**src/rtl/dpll_sequencer_if.sv**
```systemverilog
// Handshake bundle between the DPLL sequencer, its host and the decision and
// propagation units. master = sequencer side, slave = host/sub-unit side.
interface dpll_sequencer_if #(
    parameter int MAX_DEPTH = 16,
    parameter int CLAUSE_AW = 2,
    parameter int LEN_W     = 3,
    parameter int PAY_W     = 8,
    parameter int NUM_W     = 4
);
    localparam int NUM_CLAUSES = 2 ** CLAUSE_AW;
    localparam int CLAUSE_W    = LEN_W + PAY_W;
    localparam int LIT_W       = NUM_W + 1;
    localparam int DEPTH_W     = $clog2(MAX_DEPTH + 1);

    logic                                   start;
    logic [NUM_CLAUSES-1:0][CLAUSE_W-1:0]   formula_in;
    logic                                   busy;
    logic                                   done;
    logic                                   sat;
    logic                                   unsat;
    logic                                   err;
    logic [DEPTH_W-1:0]                     depth;
    logic                                   dec_find;
    logic [NUM_CLAUSES-1:0][CLAUSE_W-1:0]   dec_formula;
    logic                                   dec_ended;
    logic [LIT_W-1:0]                       dec_lit;
    logic                                   prop_start;
    logic [NUM_CLAUSES-1:0][CLAUSE_W-1:0]   prop_formula;
    logic [LIT_W-1:0]                       prop_lit;
    logic                                   prop_done;
    logic                                   prop_conflict;
    logic [NUM_CLAUSES-1:0][CLAUSE_W-1:0]   prop_result;

    modport master (
        input  start, formula_in, dec_ended, dec_lit, prop_done, prop_conflict, prop_result,
        output busy, done, sat, unsat, err, depth, dec_find, dec_formula,
               prop_start, prop_formula, prop_lit
    );

    modport slave (
        output start, formula_in, dec_ended, dec_lit, prop_done, prop_conflict, prop_result,
        input  busy, done, sat, unsat, err, depth, dec_find, dec_formula,
               prop_start, prop_formula, prop_lit
    );
endinterface

```
**src/rtl/dpll_sequencer.sv**
```systemverilog
// DPLL control FSM: alternates decide/propagate, keeps the decision stack of
// formula snapshots and performs chronological backtracking with polarity flip.
module dpll_sequencer #(
    parameter int MAX_DEPTH  = 16,
    parameter int WAIT_LIMIT = 4096,
    parameter int CLAUSE_AW  = 2,
    parameter int LEN_W      = 3,
    parameter int PAY_W      = 8,
    parameter int NUM_W      = 4
) (
    input logic              clock,
    input logic              reset,
    dpll_sequencer_if.master bus
);
    localparam int NUM_CLAUSES = 2 ** CLAUSE_AW;
    localparam int CLAUSE_W    = LEN_W + PAY_W;
    localparam int LIT_W       = NUM_W + 1;
    localparam int DEPTH_W     = $clog2(MAX_DEPTH + 1);
    localparam int IDX_W       = $clog2(MAX_DEPTH);
    localparam int WD_W        = $clog2(WAIT_LIMIT + 1);

    typedef logic [NUM_CLAUSES-1:0][CLAUSE_W-1:0] formula_t;
    typedef logic [LIT_W-1:0] lit_t;
    typedef enum logic [2:0] {
        S_IDLE, S_CHECK, S_DEC_REQ, S_DEC_WAIT, S_PROP_REQ, S_PROP_WAIT, S_BACKTRACK, S_FINISH
    } state_t;

    state_t             state_q, state_d;
    formula_t           cur_formula_q, cur_formula_d;
    lit_t               cur_lit_q, cur_lit_d;
    logic [DEPTH_W-1:0] depth_q, depth_d;
    logic [WD_W-1:0]    wd_q, wd_d;
    logic               busy_q, busy_d, done_q, done_d;
    logic               sat_q, sat_d, unsat_q, unsat_d, err_q, err_d;
    logic               dec_find_q, dec_find_d, prop_start_q, prop_start_d;
    formula_t           snap_q [MAX_DEPTH];
    formula_t           snap_d [MAX_DEPTH];
    lit_t               slit_q [MAX_DEPTH];
    lit_t               slit_d [MAX_DEPTH];
    logic [MAX_DEPTH-1:0] flip_q, flip_d;

    logic               empty;
    logic [IDX_W-1:0]   push_idx, top_idx;

    always_comb begin
        empty = 1'b1;
        for (int c = 0; c < NUM_CLAUSES; c++)
            if (cur_formula_q[c][CLAUSE_W-1 -: LEN_W] != '0) empty = 1'b0;
    end

    assign push_idx = depth_q[IDX_W-1:0];
    assign top_idx  = IDX_W'(depth_q - 1'b1);

    always_comb begin
        state_d       = state_q;
        cur_formula_d = cur_formula_q;
        cur_lit_d     = cur_lit_q;
        depth_d       = depth_q;
        wd_d          = wd_q;
        busy_d        = busy_q;
        sat_d         = sat_q;
        unsat_d       = unsat_q;
        err_d         = err_q;
        done_d        = 1'b0;
        dec_find_d    = 1'b0;
        prop_start_d  = 1'b0;
        snap_d        = snap_q;
        slit_d        = slit_q;
        flip_d        = flip_q;
        case (state_q)
            S_IDLE: if (bus.start) begin
                cur_formula_d = bus.formula_in;
                sat_d   = 1'b0;
                unsat_d = 1'b0;
                err_d   = 1'b0;
                depth_d = '0;
                busy_d  = 1'b1;
                state_d = S_CHECK;
            end
            S_CHECK: begin
                if (empty) begin
                    sat_d   = 1'b1;
                    state_d = S_FINISH;
                end else if (depth_q == DEPTH_W'(MAX_DEPTH)) begin
                    err_d   = 1'b1;
                    state_d = S_FINISH;
                end else begin
                    dec_find_d = 1'b1;
                    state_d    = S_DEC_REQ;
                end
            end
            S_DEC_REQ: begin
                wd_d    = '0;
                state_d = S_DEC_WAIT;
            end
            // Watchdog: WAIT_LIMIT cycles in a wait state without an answer is fatal.
            S_DEC_WAIT: begin
                if (bus.dec_ended) begin
                    snap_d[push_idx] = cur_formula_q;
                    slit_d[push_idx] = bus.dec_lit;
                    flip_d[push_idx] = 1'b0;
                    depth_d      = depth_q + 1'b1;
                    cur_lit_d    = bus.dec_lit;
                    prop_start_d = 1'b1;
                    state_d      = S_PROP_REQ;
                end else if (wd_q == WD_W'(WAIT_LIMIT - 1)) begin
                    err_d   = 1'b1;
                    state_d = S_FINISH;
                end else begin
                    wd_d = wd_q + 1'b1;
                end
            end
            S_PROP_REQ: begin
                wd_d    = '0;
                state_d = S_PROP_WAIT;
            end
            S_PROP_WAIT: begin
                if (bus.prop_done) begin
                    if (bus.prop_conflict) begin
                        state_d = S_BACKTRACK;
                    end else begin
                        cur_formula_d = bus.prop_result;
                        state_d       = S_CHECK;
                    end
                end else if (wd_q == WD_W'(WAIT_LIMIT - 1)) begin
                    err_d   = 1'b1;
                    state_d = S_FINISH;
                end else begin
                    wd_d = wd_q + 1'b1;
                end
            end
            // One stack action per cycle: flip an untried top, else pop it.
            S_BACKTRACK: begin
                if (depth_q == '0) begin
                    unsat_d = 1'b1;
                    state_d = S_FINISH;
                end else if (!flip_q[top_idx]) begin
                    flip_d[top_idx] = 1'b1;
                    cur_lit_d       = {slit_q[top_idx][LIT_W-1:1], ~slit_q[top_idx][0]};
                    cur_formula_d   = snap_q[top_idx];
                    prop_start_d    = 1'b1;
                    state_d         = S_PROP_REQ;
                end else begin
                    depth_d = depth_q - 1'b1;
                end
            end
            S_FINISH: begin
                done_d  = 1'b1;
                busy_d  = 1'b0;
                state_d = S_IDLE;
            end
            default: state_d = S_IDLE;
        endcase
    end

    always_ff @(posedge clock or posedge reset) begin
        if (reset) begin
            state_q       <= S_IDLE;
            cur_formula_q <= '0;
            cur_lit_q     <= '0;
            depth_q       <= '0;
            wd_q          <= '0;
            busy_q        <= 1'b0;
            done_q        <= 1'b0;
            sat_q         <= 1'b0;
            unsat_q       <= 1'b0;
            err_q         <= 1'b0;
            dec_find_q    <= 1'b0;
            prop_start_q  <= 1'b0;
            flip_q        <= '0;
            for (int i = 0; i < MAX_DEPTH; i++) begin
                snap_q[i] <= '0;
                slit_q[i] <= '0;
            end
        end else begin
            state_q       <= state_d;
            cur_formula_q <= cur_formula_d;
            cur_lit_q     <= cur_lit_d;
            depth_q       <= depth_d;
            wd_q          <= wd_d;
            busy_q        <= busy_d;
            done_q        <= done_d;
            sat_q         <= sat_d;
            unsat_q       <= unsat_d;
            err_q         <= err_d;
            dec_find_q    <= dec_find_d;
            prop_start_q  <= prop_start_d;
            flip_q        <= flip_d;
            snap_q        <= snap_d;
            slit_q        <= slit_d;
        end
    end

    assign bus.busy         = busy_q;
    assign bus.done         = done_q;
    assign bus.sat          = sat_q;
    assign bus.unsat        = unsat_q;
    assign bus.err          = err_q;
    assign bus.depth        = depth_q;
    assign bus.dec_find     = dec_find_q;
    assign bus.dec_formula  = cur_formula_q;
    assign bus.prop_start   = prop_start_q;
    assign bus.prop_formula = cur_formula_q;
    assign bus.prop_lit     = cur_lit_q;
endmodule

```
**src/flat_wrapper.sv**
```systemverilog
// flat-port wrapper written by rule: the top's interface ports become plain ports
module dpll_sequencer_flat 
#(
    parameter int MAX_DEPTH  = 16,
    parameter int WAIT_LIMIT = 4096,
    parameter int CLAUSE_AW  = 2,
    parameter int LEN_W      = 3,
    parameter int PAY_W      = 8,
    parameter int NUM_W      = 4
)
  (clock, reset, bus_start, bus_formula_in, bus_dec_ended, bus_dec_lit, bus_prop_done, bus_prop_conflict, bus_prop_result, bus_busy, bus_done, bus_sat, bus_unsat, bus_err, bus_depth, bus_dec_find, bus_dec_formula, bus_prop_start, bus_prop_formula, bus_prop_lit);
  dpll_sequencer_if #(.MAX_DEPTH(MAX_DEPTH), .CLAUSE_AW(CLAUSE_AW), .LEN_W(LEN_W), .PAY_W(PAY_W), .NUM_W(NUM_W)) bus_i ();
  input logic clock;
  input logic reset;
  input wire logic [$bits(bus_i.start)-1:0] bus_start;
  input wire logic [$bits(bus_i.formula_in)-1:0] bus_formula_in;
  input wire logic [$bits(bus_i.dec_ended)-1:0] bus_dec_ended;
  input wire logic [$bits(bus_i.dec_lit)-1:0] bus_dec_lit;
  input wire logic [$bits(bus_i.prop_done)-1:0] bus_prop_done;
  input wire logic [$bits(bus_i.prop_conflict)-1:0] bus_prop_conflict;
  input wire logic [$bits(bus_i.prop_result)-1:0] bus_prop_result;
  output wire logic [$bits(bus_i.busy)-1:0] bus_busy;
  output wire logic [$bits(bus_i.done)-1:0] bus_done;
  output wire logic [$bits(bus_i.sat)-1:0] bus_sat;
  output wire logic [$bits(bus_i.unsat)-1:0] bus_unsat;
  output wire logic [$bits(bus_i.err)-1:0] bus_err;
  output wire logic [$bits(bus_i.depth)-1:0] bus_depth;
  output wire logic [$bits(bus_i.dec_find)-1:0] bus_dec_find;
  output wire logic [$bits(bus_i.dec_formula)-1:0] bus_dec_formula;
  output wire logic [$bits(bus_i.prop_start)-1:0] bus_prop_start;
  output wire logic [$bits(bus_i.prop_formula)-1:0] bus_prop_formula;
  output wire logic [$bits(bus_i.prop_lit)-1:0] bus_prop_lit;
  assign bus_i.start = bus_start;
  assign bus_i.formula_in = bus_formula_in;
  assign bus_i.dec_ended = bus_dec_ended;
  assign bus_i.dec_lit = bus_dec_lit;
  assign bus_i.prop_done = bus_prop_done;
  assign bus_i.prop_conflict = bus_prop_conflict;
  assign bus_i.prop_result = bus_prop_result;
  assign bus_busy = bus_i.busy;
  assign bus_done = bus_i.done;
  assign bus_sat = bus_i.sat;
  assign bus_unsat = bus_i.unsat;
  assign bus_err = bus_i.err;
  assign bus_depth = bus_i.depth;
  assign bus_dec_find = bus_i.dec_find;
  assign bus_dec_formula = bus_i.dec_formula;
  assign bus_prop_start = bus_i.prop_start;
  assign bus_prop_formula = bus_i.prop_formula;
  assign bus_prop_lit = bus_i.prop_lit;
  dpll_sequencer #(.MAX_DEPTH(MAX_DEPTH), .WAIT_LIMIT(WAIT_LIMIT), .CLAUSE_AW(CLAUSE_AW), .LEN_W(LEN_W), .PAY_W(PAY_W), .NUM_W(NUM_W)) u_core (.clock(clock), .reset(reset), .bus(bus_i));
endmodule
```
**config.mk**
```make
export PLATFORM = sky130hd
export DESIGN_NAME = dpll_sequencer_flat
export DESIGN_NICKNAME = d
export VERILOG_FILES = /design/src/rtl/dpll_sequencer_if.sv /design/src/rtl/dpll_sequencer.sv /design/src/flat_wrapper.sv
export SDC_FILE = /design/constraint.sdc
export NUM_CORES = 2
export LEC_CHECK = 0
export CAP_MARGIN = 10
export CORE_AREA = 2 2 289 291
export CTS_BUF_LIST = sky130_fd_sc_hd__clkbuf_16
export CTS_CLUSTER_DIAMETER = 40
export DETAILED_ROUTE_END_ITERATION = 10
export DIE_AREA = 0 0 291 293
export PLACE_DENSITY_LB_ADDON = 0.08
export SYNTH_ARGS = -nofsm -noshare
export SYNTH_HDL_FRONTEND = slang
export SYNTH_SLANG_ARGS = --single-unit
```
**constraint.sdc**
```tcl
create_clock -name clock -period 53.8 [get_ports clock]
set_input_delay 10.76 -clock clock [delete_from_list [all_inputs] [get_ports clock]]
set_output_delay 10.76 -clock clock [all_outputs]
set_load 0.02 [all_outputs]
```
# Word level (Yosys, flattened, before mapping)
# Cells that the tools add are included.
[word_totals] input_bits=99 reg_bits=877 output_inout_bits=105 wordCells=239
[classes] eq_ne=23 n_mux=76 magnitude_cmp=7 n_addsub=3 n_reduce_logical=28 n_bitwise=6
[op_table] op="$bwmux 704" count=1
[op_table] op="$mux 44" count=8
[op_table] op="$bmux 44 s4" count=1
[op_table] op="$demux 44 s4" count=1
[op_table] op="$pmux 44 s3" count=1
[op_table] op="$bwmux 80" count=1
[op_table] op="$mux 5" count=10
[op_table] op="$mux 16" count=3
[op_table] op="$mux 13" count=3
[op_table] op="$pmux 13 s3" count=1
[op_table] op="$pmux 16 s2" count=1
[op_table] op="$mux 3" count=9
[op_table] op="$pmux 3 s8" count=1
[op_table] op="$mux 1" count=23
[op_table] op="$reduce_bool 3->1" count=7
[op_table] op="$bmux 5 s4" count=1
[op_table] op="$demux 5 s4" count=1
[op_table] op="$ne 2x2->1 const B" count=9
[op_table] op="$and 16x16->16" count=1
[op_table] op="$not 16->16" count=1
[op_table] op="$or 16x16->16" count=1
[op_table] op="$pmux 5 s3" count=1
[op_table] op="$add 13x1->13 const B" count=1
[op_table] op="$eq 13x12->1 const B" count=1
[op_table] op="30 further kinds" count=55

# Logic depth before layout (Yosys ltp)
[logic_depth] word_depth=9 depth_mapped=14 depth_no_buf=7

# Worst setup path after synthesis
# OpenSTA, ideal clock, no wires.
[synth_timing] kind="input to register" from="in bus_dec_ended" to="reg u_core.wd_q[5]" setup_time_ps=124 required_time_ps=53676 slack_ps=41738 arrival_time_ps=11938 cell_stages=5 n_path_buf=0 cell_sequence="nor3b_1 -> o21ai_1 -> a211oi_1 -> nand3_1 -> mux2i_1"
[synth_between] elab_chain_cells=2
[synth_lines] item="start, declared" line_no="flat_wrapper.sv:17" source="input wire logic [$bits(bus_i.dec_ended)-1:0] bus_dec_ended;"
[synth_lines] item="$ne 2x2->1 (no line)"
[synth_lines] item="$reduce_and 3->1 (no line)"
[synth_lines] item="end signal, assigned" line_no="dpll_sequencer.sv:180" source="wd_q <= wd_d;"
[synth_lines] item="end, declared" line_no="dpll_sequencer.sv:32" source="logic [WD_W-1:0] wd_q, wd_d;"
# Every way passes these cells.
# A chain may end at the register's enable or synchronous reset.

==> results <==
- Across all layers, the routed design uses 24460 vias.
- The sequential share of the synthesized area is 54.02%.
- For this run, the total global-route usage over all layers was measured as 24.93%.
- The final-report hold violation count is 0.
- For this design the ratio of total power to cell area is 54.20 nW/um^2.
- The placeable core area is 81850 um^2.
- The clock period minus worst slack is 14.70 ns.
- Of the available clock period, the critical path in the final layout requires 27.32%.
- Cells with a size suffix above 1 make up ~44% of the layout.
- Entering global routing, the biggest net connects 182 pins.
- The sort of element at the start of the critical path is an input port.
- The iteration count of the initial detailed-routing pass is 5.
- The number of buffers inserted by port buffering is ~200.
- The setup violation total in the final timing report is 0.
- The height of the die is 293 um.
- The number of instances in the synthesized netlist is 2779.
- The number of sinks driven by the clock tree is 877.
- Compared with the post-synthesis result, the final layout area differs by 17.56%.
- At the end of the flow, the number of nets in the layout was 2964.
- For this run, the top clock speed supported by timing is 68.04 MHz.
- The number of clock buffers added by TritonCTS is 138.
- The number of antenna diodes in the final layout is 0.
- The detail route stage leaves a number of antenna-violating nets equal to 0.
- The detailed router finished its first iteration with 1509 violations.
- The number of distinct library cell variants in the gate-level netlist after synthesis is 59.
- Across the VDD grid, the largest voltage drop is 0.04093 mV.
- The number of nets in the synthesized netlist is 2884.
- The via density per instance is between 6 and 7.
- The average instance area after synthesis is 14.62 um^2.
- The final core utilization is 58.35%.
- The deepest clock path buffer count is 3.
- The synthesized area is between 40000 and 50000 um^2.
- The first global-routing pass estimated 162200 um of wire.
- The min-delay analysis places its worst path in the category reg2reg.
- The via count of the first global-routing pass is 26540.
- Post-CTS repair changed the size of 0 cells.
- Setup repair after global routing left no endpoint under its margin.
- The H-tree depth is 4.
- The clock-pin slew on the worst setup and hold paths is 0.05 ns.
- Measured along the x axis, the die boundary spans between 200 and 300 um.
- For this design the static power due to leakage is 0.02242 uW.
- The headroom to the max-slew limit is 17.59%.
- The number of max-slew violations in the final report was 0.
- For this run, the number of Yosys warnings is 0.
- 204 I/O pins were placed.
- The later-pin clock latency in the skew report is slightly above 0.7 ns.
- The critical path class is in2async.
- The final weighted congestion of routability-driven global placement is 0.7616.
- The number of hold-repair buffers added at the cts stage is 0.
- The number of enable-type register cells in the synthesized netlist is 0.
- The number of max-cap violations is 0.
- The setup TNS is 0 ns.
- In this run the worst path has a maximum fanout of 181.
- The share of flip-flops with an asynchronous set or reset after synthesis is 100.0%.
- Detailed placement ended at an HPWL of 54790 um.
- The total overflow left after global routing is 0.
- Counting tap cells, the placed design contains a total of 3787 instances.
- Synthesis inferred 877 register bits.
- The flow ran to the end, and the final reports show no timing, DRC or antenna violations.
- After floorplanning, the core was divided into between 100 and 150 placement rows.
- The total routed wirelength is 104300 um.
- The initial antenna violation count is 1.
- The prevailing post-synth register cell is sky130_fd_sc_hd__dfrtp_1.
- The endpoint class of the critical path is an asynchronous set/reset pin.
- The clock tree from TritonCTS is done.
- The remaining routing DRC violations is 0.
- The master cell of the clock root buffer is sky130_fd_sc_hd__clkbuf_16.
- Data arrives at the worst endpoint at between 15 and 20 ns.
- Across all hold checks on the routed design, the worst slack comes to 0.4957 ns.
- Data on the critical path is required at its endpoint by 54.64 ns.
- The clock arrives with about 0.029 ns of skew.
- The actual slew at the worst max-slew pin is 1.236 ns.
- After detailed routing, the average wire length per cell comes to 25.81 um.
- The post-CTS setup buffer count is 0.
- The floorplan step defined a die boundary enclosing 85260 um^2.
- The final non-filler cell total is 4043.
- The starting utilization of the core area is about half.
- The total chip power is 2588 uW.
## per-layer routing
metal / part of all wire [%] / track usage (%)
met5: 0 / 0
met2: 49 / 41.28
met4: 2.0 / 7.545
met3: 4.1 / 3.623
met1: 45 / 34.36
## critical path, stage by stage
cell                              delay [ns]
sky130_fd_sc_hd__clkdlybuf4s50_1        0.49
sky130_fd_sc_hd__inv_8                  0.55
sky130_fd_sc_hd__buf_12                 0.74
sky130_fd_sc_hd__buf_4                  0.92
sky130_fd_sc_hd__buf_4                  0.95
sky130_fd_sc_hd__buf_4                  0.42
sky130_fd_sc_hd__buf_16                 0.35
## per-stage QoR
stage               area (um^2)  worst slack, ns
floorplan                 40630            18.39
global placement          43110            37.96
detailed placement        43110            37.73
CTS                       47720            38.48
global route              47760            38.47
finish                    47760            39.10
## cell usage after synthesis (5+ instances only)
| library cell | instances | area share (%) |
|---|---|---|
| sky130_fd_sc_hd__a22o_1 | 37 | 0.80 |
| sky130_fd_sc_hd__mux4_2 | 200 | 11 |
| sky130_fd_sc_hd__mux2i_1 | 26 | 0.64 |
| sky130_fd_sc_hd__mux2_2 | 834 | 23 |
| sky130_fd_sc_hd__buf_2 | 34 | 0.42 |
| sky130_fd_sc_hd__a22oi_1 | 20 | 0.37 |
| sky130_fd_sc_hd__o211ai_1 | 21 | 0.39 |
| sky130_fd_sc_hd__nand3b_1 | 5 | 0.092 |
| sky130_fd_sc_hd__nor3_1 | 9 | 0.11 |
| sky130_fd_sc_hd__a21oi_1 | 77 | 0.95 |
| sky130_fd_sc_hd__buf_4 | 48 | 0.89 |
| sky130_fd_sc_hd__nand3_1 | 32 | 0.39 |
| sky130_fd_sc_hd__clkbuf_1 | 115 | 1.1 |
| sky130_fd_sc_hd__or3_1 | 24 | 0.37 |
| sky130_fd_sc_hd__nand2_1 | 154 | 1.4 |
| sky130_fd_sc_hd__buf_1 | 93 | 0.86 |
| sky130_fd_sc_hd__inv_1 | 7 | 0.065 |
| sky130_fd_sc_hd__nor4_1 | 6 | 0.092 |
| sky130_fd_sc_hd__dfrtp_1 | 877 | 54 |
| sky130_fd_sc_hd__ha_1 | 6 | 0.18 |
| sky130_fd_sc_hd__xnor2_1 | 8 | 0.17 |
| sky130_fd_sc_hd__o21ai_0 | 28 | 0.34 |
| sky130_fd_sc_hd__a21o_1 | 24 | 0.44 |
| sky130_fd_sc_hd__nor2_1 | 24 | 0.22 |
## worst paths after layout
kind / to / start / depth (start not counted) / slack (ns)
setup reg to reg: u_core.bus.dec_formula[20] / u_core.bus.depth[0] / 9 / 48.12
max in group clock: u_core.snap_q[629] / bus_dec_ended / 5 / 40.47
min in group asynchronous: u_core.slit_q[1] / reset / 2 / 10.62
hold reg to reg: u_core.snap_q[118] / u_core.snap_q[118] / 1 / 0.50
hold / removal: u_core.snap_q[118] / u_core.snap_q[118] / 1 / 0.50
setup / recovery: u_core.snap_q[547] / reset / 7 / 39.10
## logic make-up (layout without fill, tap and decap cells)
group | Yosys count | count (layout) | synth area share (%)
buffers and inverters | 301 | 495 | 3.403
and+or+nand+nor | 280 | 280 | 3.169
xor gates and xnor gates | 9 | 9 | 0.2125
DFF | 877 | 877 | 54.02
AOI/OAI and AO/OA | 242 | 242 | 4.053
muxes | 1064 | 1064 | 34.96
adders and majority gates | 6 | 6 | 0.1848
## state kept, by name, summed over array words and instances, names as in the netlist
| register | flops |
|---|---|
| u_core.bus.dec_formula | 44 |
| u_core.wd_q | 13 |
| u_core.bus.depth | 5 |
| u_core.slit_q | 80 |
| u_core.flip_q | 16 |
| u_core.bus.prop_lit | 5 |
| u_core.bus.dec_find | 1 |
| u_core.bus.err | 1 |
| u_core.snap_q | 704 |
| u_core.bus.unsat | 1 |
| u_core.state_q | 3 |
| u_core.bus.busy | 1 |
| u_core.bus.sat | 1 |
| u_core.bus.prop_start | 1 |
| u_core.bus.done | 1 |
## placed cells by master, fill, tap and decap left out, types with 28 or more instances in the layout
cell / instances
sky130_fd_sc_hd__a22o_1: 37
sky130_fd_sc_hd__mux4_2: 200
sky130_fd_sc_hd__clkinv_2: 28
sky130_fd_sc_hd__clkdlybuf4s50_1: 203
sky130_fd_sc_hd__dfrtp_1: 876
sky130_fd_sc_hd__mux2_2: 834
sky130_fd_sc_hd__nand3_1: 31
sky130_fd_sc_hd__o21ai_0: 28
sky130_fd_sc_hd__clkbuf_16: 141
sky130_fd_sc_hd__a21oi_1: 77
sky130_fd_sc_hd__nand2_1: 137
## final cells by class
type	count	area, um^2
clock buffer	141	3528
tap	1070	1339
fill	6341	34090
sequential	877	21950
timing repair buffer	234	2320
multi-input combinational	1601	17500
clock inverter	113	1090
inverter	7	33.78
## report_power, final
group	switching [uW]	internal, uW	total (uW)
Clock	326	553	879
Combinational	378	352	730
Sequential	167	812	979
Total	870	1720	2590
Note: power is estimated with default switching activity, not from simulation.
